$ cat src/rtl/mc_seq_ctrl.sv
// Multi-cycle FETCH/DECODE/EXEC/MEM/WB sequencer for a MIPS core sharing one
// memory port between instruction fetch and data access.
module mc_seq_ctrl #(
  parameter int MEM_TIMEOUT = 16,
  parameter int CNT_W       = 32
) (
  input  logic             clk,
  input  logic             rst,
  input  logic             run,
  input  logic [5:0]       op,
  input  logic [5:0]       funct,
  input  logic             mem_rdy,
  output logic             mem_req,
  output logic             mem_we,
  output logic             iord,
  output logic             ir_wr,
  output logic             pc_wr,
  output logic [1:0]       npc_sel,
  output logic             rf_wr,
  output logic [1:0]       wd_sel,
  output logic             retire,
  output logic             illegal,
  output logic             bus_err,
  output logic [2:0]       state,
  output logic [CNT_W-1:0] instret
);

  typedef enum logic [2:0] {
    FETCH = 3'd0, DECODE = 3'd1, EXEC = 3'd2, MEMRD = 3'd3,
    MEMWR = 3'd4, WB = 3'd5, HALT = 3'd6
  } st_t;

  localparam int WW = (MEM_TIMEOUT > 1) ? $clog2(MEM_TIMEOUT) : 1;
  localparam logic [WW-1:0] TO_M1 = WW'((MEM_TIMEOUT > 0) ? MEM_TIMEOUT - 1 : 0);

  st_t          st, nxt;
  logic [WW-1:0] w;
  logic         from_mem;
  logic         tmo;
  logic         is_j, is_jal, is_jr, is_jalr, is_br, is_ld, is_st, is_exec;

  always_comb begin
    is_j    = (op == 6'b000010);
    is_jal  = (op == 6'b000011);
    is_jr   = (op == 6'b000000) && (funct == 6'b001000);
    is_jalr = (op == 6'b000000) && (funct == 6'b001001);
    is_br   = (op == 6'b000001) || (op[5:2] == 4'b0001);
    is_ld   = op inside {6'b100000, 6'b100001, 6'b100011, 6'b100100, 6'b100101};
    is_st   = op inside {6'b101000, 6'b101001, 6'b101011};
    is_exec = ((op == 6'b000000) && !is_jr && !is_jalr) || is_br ||
              (op[5:3] == 3'b001) || is_ld || is_st;
  end

  // Strobes are combinational so a zero-wait mem_rdy completes in the same cycle.
  always_comb begin
    nxt     = st;
    mem_req = 1'b0;
    mem_we  = 1'b0;
    iord    = 1'b0;
    ir_wr   = 1'b0;
    pc_wr   = 1'b0;
    npc_sel = 2'd0;
    rf_wr   = 1'b0;
    wd_sel  = 2'd0;
    retire  = 1'b0;
    illegal = 1'b0;
    tmo     = 1'b0;
    if (!rst) begin
      case (st)
        FETCH: if (run) begin
          mem_req = 1'b1;
          if (mem_rdy) begin
            ir_wr = 1'b1;
            pc_wr = 1'b1;
            nxt   = DECODE;
          end
        end
        DECODE: begin
          if (is_j || is_jal) begin
            pc_wr   = 1'b1;
            npc_sel = 2'd2;
            retire  = 1'b1;
            rf_wr   = is_jal;
            wd_sel  = is_jal ? 2'd2 : 2'd0;
            nxt     = FETCH;
          end else if (is_jr || is_jalr) begin
            pc_wr   = 1'b1;
            npc_sel = 2'd3;
            retire  = 1'b1;
            rf_wr   = is_jalr;
            wd_sel  = is_jalr ? 2'd2 : 2'd0;
            nxt     = FETCH;
          end else if (is_exec) begin
            nxt = EXEC;
          end else begin
            illegal = 1'b1;
            nxt     = FETCH;
          end
        end
        EXEC: begin
          if (is_br) begin
            pc_wr   = 1'b1;
            npc_sel = 2'd1;
            retire  = 1'b1;
            nxt     = FETCH;
          end else if (is_ld) nxt = MEMRD;
          else if (is_st)     nxt = MEMWR;
          else                nxt = WB;
        end
        MEMRD: begin
          mem_req = 1'b1;
          iord    = 1'b1;
          if (mem_rdy) nxt = WB;
        end
        MEMWR: begin
          mem_req = 1'b1;
          mem_we  = 1'b1;
          iord    = 1'b1;
          if (mem_rdy) begin
            retire = 1'b1;
            nxt    = FETCH;
          end
        end
        WB: begin
          rf_wr  = 1'b1;
          retire = 1'b1;
          wd_sel = from_mem ? 2'd1 : 2'd0;
          nxt    = FETCH;
        end
        default: nxt = HALT;
      endcase
      // A late mem_rdy on the last allowed cycle still counts as completion.
      if ((MEM_TIMEOUT > 0) && mem_req && !mem_rdy && (w == TO_M1)) begin
        tmo = 1'b1;
        nxt = HALT;
      end
    end
  end

  always_ff @(posedge clk) begin
    if (rst) begin
      st       <= FETCH;
      instret  <= '0;
      bus_err  <= 1'b0;
      w        <= '0;
      from_mem <= 1'b0;
    end else begin
      st       <= nxt;
      from_mem <= (st == MEMRD);
      if (retire) instret <= instret + CNT_W'(1);
      if (tmo)    bus_err <= 1'b1;
      if ((nxt != st) || mem_rdy || !mem_req) w <= '0;
      else                                    w <= w + WW'(1);
    end
  end

  assign state = st;

endmodule

$ cat config.mk
export PLATFORM = sky130hd
export DESIGN_NAME = mc_seq_ctrl
export DESIGN_NICKNAME = d
export VERILOG_FILES = /design/src/rtl/mc_seq_ctrl.sv
export SDC_FILE = /design/constraint.sdc
export NUM_CORES = 1
export LEC_CHECK = 0
export ABC_AREA = 1
export CORE_ASPECT_RATIO = 0.8
export CORE_MARGIN = 4
export CORE_UTILIZATION = 46
export DETAILED_ROUTE_END_ITERATION = 16
export PLACE_DENSITY = 0.85
export SYNTH_ARGS = -nofsm -noshare
export SYNTH_HDL_FRONTEND = slang
export SYNTH_SLANG_ARGS = --single-unit
$ cat constraint.sdc
create_clock -name clk -period 1.75 [get_ports clk]
set_clock_uncertainty 0.15 [all_clocks]
set_input_delay 0.2625 -clock clk [delete_from_list [all_inputs] [get_ports clk]]
set_output_delay 0.2625 -clock clk [all_outputs]
set_load 0.02 [all_outputs]
==> impl_metrics.yaml <==
status:
  outcome: "complete, but fails checks"
  violated_checks: "setup timing"
global_route:
  overflow: 0
  grt_start_max_net_pins: 42
  grt_busiest_layer: "met2"
  grt_use_met2_pct: 48.0
  grt_pass1_wl_mm: 16.1
  groute.layer.met1.usage_pct: 32.2
  first_global_vias: 3416
  grt_util_all_layers_pct: 27.3
  grt_antenna_before_repair: 0
  grt.met3_usage_pct: 6.16
clock_tree:
  clock_tree_from_tritoncts: "yes"
  tritoncts.num_buffers: 5
  cts_max_level: 2
  clk_pin_slew_worst_paths_ps: 80
  cts_num_sinks: 41
  cts-hold-fix-buffers: 0
  clockRootBuffer: "sky130_fd_sc_hd__clkbuf_8"
  clock_path_buffers: 2
  worst_skew_pair.late_latency_ps: 310
critical_path:
  critical_path.reg2reg.startpoint: "state[1]"
  setup.worst_path.class: "flop to primary output"
  critPathSlowestCell: "sky130_fd_sc_hd__dfxtp_4"
  worst-endpoint-arrival_ps: 1550
  cp_cell_sequence: "inv_6 -> nand2_4 -> nor2_4 -> nand2_4 -> nand3_2 -> nand2_1 -> inv_2 -> buf_6"
  crit_path_max_fanout: 4
  critical_path.startpoint: "state[1]"
  cp_slowest_stage_delay_ps: 390
  start_kind: "flop"
  critical-path-top-cell-by-count: "sky130_fd_sc_hd__nand2_4"
  critPathRequiredTime_ps: 1340
  worst_setup_path_end_kind: "primary output"
sta:
  timing.max_slew.rel_slack_pct: 79.6
  report.final.setup_viol: 46
  slew_viol_final: 0
  min_period_over_period_pct: 112
  timing.final.hold_violations: 0
  grt_setup_unrepaired: "true"
  final.hold.worst_slack_ps: 306
  worst-slew-pin-transition_ps: 306
  final_period_minus_worst_setup_slack_ps: 1960
  setup_ws_ps: -214
  timing.fmax_ghz: 0.509
  setup_tns_final_ps: -3180
pwr:
  power.density_nw_per_um2: 522
  vdd_drop_max_mv: 0.524
  power.static_leakage_nw: 1.93
  total_power_mw: 2.28
synthesis:
  number_of_enable_flip_flop_cells_after_synthesis: 0
  synth_seq_cells: 41
  mappedNetlistNets: 473
  synth_cell_types: 30
  ys.warnings.count: 0
  async_flop_share_pct: 0
  ys_dominant_reg_cell: "sky130_fd_sc_hd__dfxtp_1"
  post_synthesis_cells: 455
  syn_area_per_cell_um2: 6.07
  synth_sequential_area_ratio_pct: 29.7
  mappedNetlistArea_um2: 2760
floorplan:
  floorplan.die_area_um2: 7310
  design.portCount: 64
  std_cell_rows: 24
  coreArea_um2: 5620
  initial_core_util_pct: 49.2
  die_x_um: 94.6
  fp.dieH_um: 77.3
worst_hold_path:
  hold_class: "flop to flop"
  hp-start: "bus_err"
cells_and_area:
  design.final.nets: 595
  post-route-util_pct: 77.8
  insertedDiodeCount: 0
  area_growth_syn_to_layout_pct: 58.3
  final_layout_size_suffix_gt1_share_pct: 31.5
placement:
  dp_hpwl_mm: 6.45
  io_buffers: 63
  rd_place_congestion: 0.937
detailed_routing:
  route.antenna.remaining_nets: 0
  detail_route.first_pass.iterations: 7
  vias: 3767
  drtIter0Drc: 291
  post_drt_wl_per_cell_um: 17.3
  via_per_inst: 5.74
  route.detailed.drc: 0
  routed_wirelength_mm: 11.3
run:
  maxCapViolCount: 0
[cell usage after synthesis (6+ instances only)]
cell	number	area (um^2)
sky130_fd_sc_hd__xnor2_1	6	52.6
sky130_fd_sc_hd__xor2_1	10	87.6
sky130_fd_sc_hd__nand2_1	143	537
sky130_fd_sc_hd__nor2_1	80	300
sky130_fd_sc_hd__buf_4	6	45.0
sky130_fd_sc_hd__nand3b_1	7	52.6
sky130_fd_sc_hd__inv_2	7	26.3
sky130_fd_sc_hd__nor3_1	6	30.0
sky130_fd_sc_hd__nand3_1	45	225
sky130_fd_sc_hd__inv_1	29	109
sky130_fd_sc_hd__dfxtp_1	41	821
sky130_fd_sc_hd__a21oi_1	33	165
sky130_fd_sc_hd__nand4_1	9	56.3
[logic make-up after synthesis]
logic type,after synthesis,synth area share [%]
xor gates and xnor gates,16,5.08
AOI/OAI and AO/OA,38,7.21
adders and majority gates,2,0.906
DFF,41,29.7
and+or+nand+nor,308,49.2
buffers and inverters,50,7.89
[worst max-delay path: cells and delay by family, from the launching register on]
kind                   cells  cell delay, ps
and+or+nand+nor            5             580
DFF                        1             390
buffers and inverters      3             260
[timing repair]
action | 4_1_cts | 5_1_grt
pin swaps | 23 | 20
buffers inserted | 12 | 5
resized for setup | 173 | 72
setup endpoints to repair | 80 | 51
[per-layer routing]
layer / share of wire (%) / routed length [um]
met4: 5.9 / 673
met3: 8.3 / 937
met1: 36 / 4110
met2: 50 / 5620
met5: 0 / 0
[report_power, final]
group	internal, mW	leakage [nW]	total (mW)	switching, mW
clock	0.466	0.0585	0.833	0.367
combinational	0.209	1.54	0.480	0.271
sequential	0.943	0.337	0.969	0.0254
[cell type report]
| type | instances | area (um^2) |
|---|---|---|
| clock inverters | 1 | 30.0 |
| fillers | 411 | 1250 |
| repair buffers | 129 | 1110 |
| flip-flops and latches | 41 | 842 |
| well taps | 78 | 97.6 |
| inverters | 36 | 143 |
| multi-input cells | 364 | 2060 |
| clock buffers | 7 | 86.3 |
[metrics by stage]
stage               cells  setup WS [ps]  area, um^2
floorplan             455          -32.8        2780
CTS                   651           -120        4070
finish                656           -214        4370
detailed placement    631           -869        3790
global placement      631           -782        3790
global route          656           -265        4370
[state kept, by name (all words and copies together) (netlist names)]
register  cells
instret      32
w             4
state         3
bus_err       1
from_mem      1
[placed cells by master (no fill, tap or decap), types with 3 or more instances in the layout]
master,count
sky130_fd_sc_hd__xor2_1,10
sky130_fd_sc_hd__inv_2,9
sky130_fd_sc_hd__nand2_4,8
sky130_fd_sc_hd__a21oi_1,26
sky130_fd_sc_hd__dfxtp_4,3
sky130_fd_sc_hd__clkbuf_8,6
sky130_fd_sc_hd__clkdlybuf4s50_1,6
sky130_fd_sc_hd__nor3_2,4
sky130_fd_sc_hd__nand3b_1,7
sky130_fd_sc_hd__nand3_4,5
sky130_fd_sc_hd__nand3_1,39
sky130_fd_sc_hd__inv_1,25
sky130_fd_sc_hd__buf_6,18
sky130_fd_sc_hd__clkdlybuf4s15_1,3
sky130_fd_sc_hd__a21oi_2,6
sky130_fd_sc_hd__nand4_1,9
sky130_fd_sc_hd__nand3_2,4
sky130_fd_sc_hd__nand2_1,132
sky130_fd_sc_hd__dfxtp_2,8
sky130_fd_sc_hd__nand2_2,8
sky130_fd_sc_hd__nor2_4,11
sky130_fd_sc_hd__buf_2,5
sky130_fd_sc_hd__dfxtp_1,30
sky130_fd_sc_hd__xnor2_1,5
sky130_fd_sc_hd__nor2_1,62
sky130_fd_sc_hd__buf_4,61
sky130_fd_sc_hd__nor2_2,13
sky130_fd_sc_hd__dlygate4sd2_1,32
[path summary, 6_finish.rpt]
kind / endpoint / slack, ps / cells past startpoint
setup / recovery: pc_wr / -210 / 8
hold reg to reg: bus_err / 310 / 2
hold / removal: bus_err / 310 / 2
setup reg to reg: instret[13] / -100 / 9
Note: power is estimated with default switching activity, not from simulation.
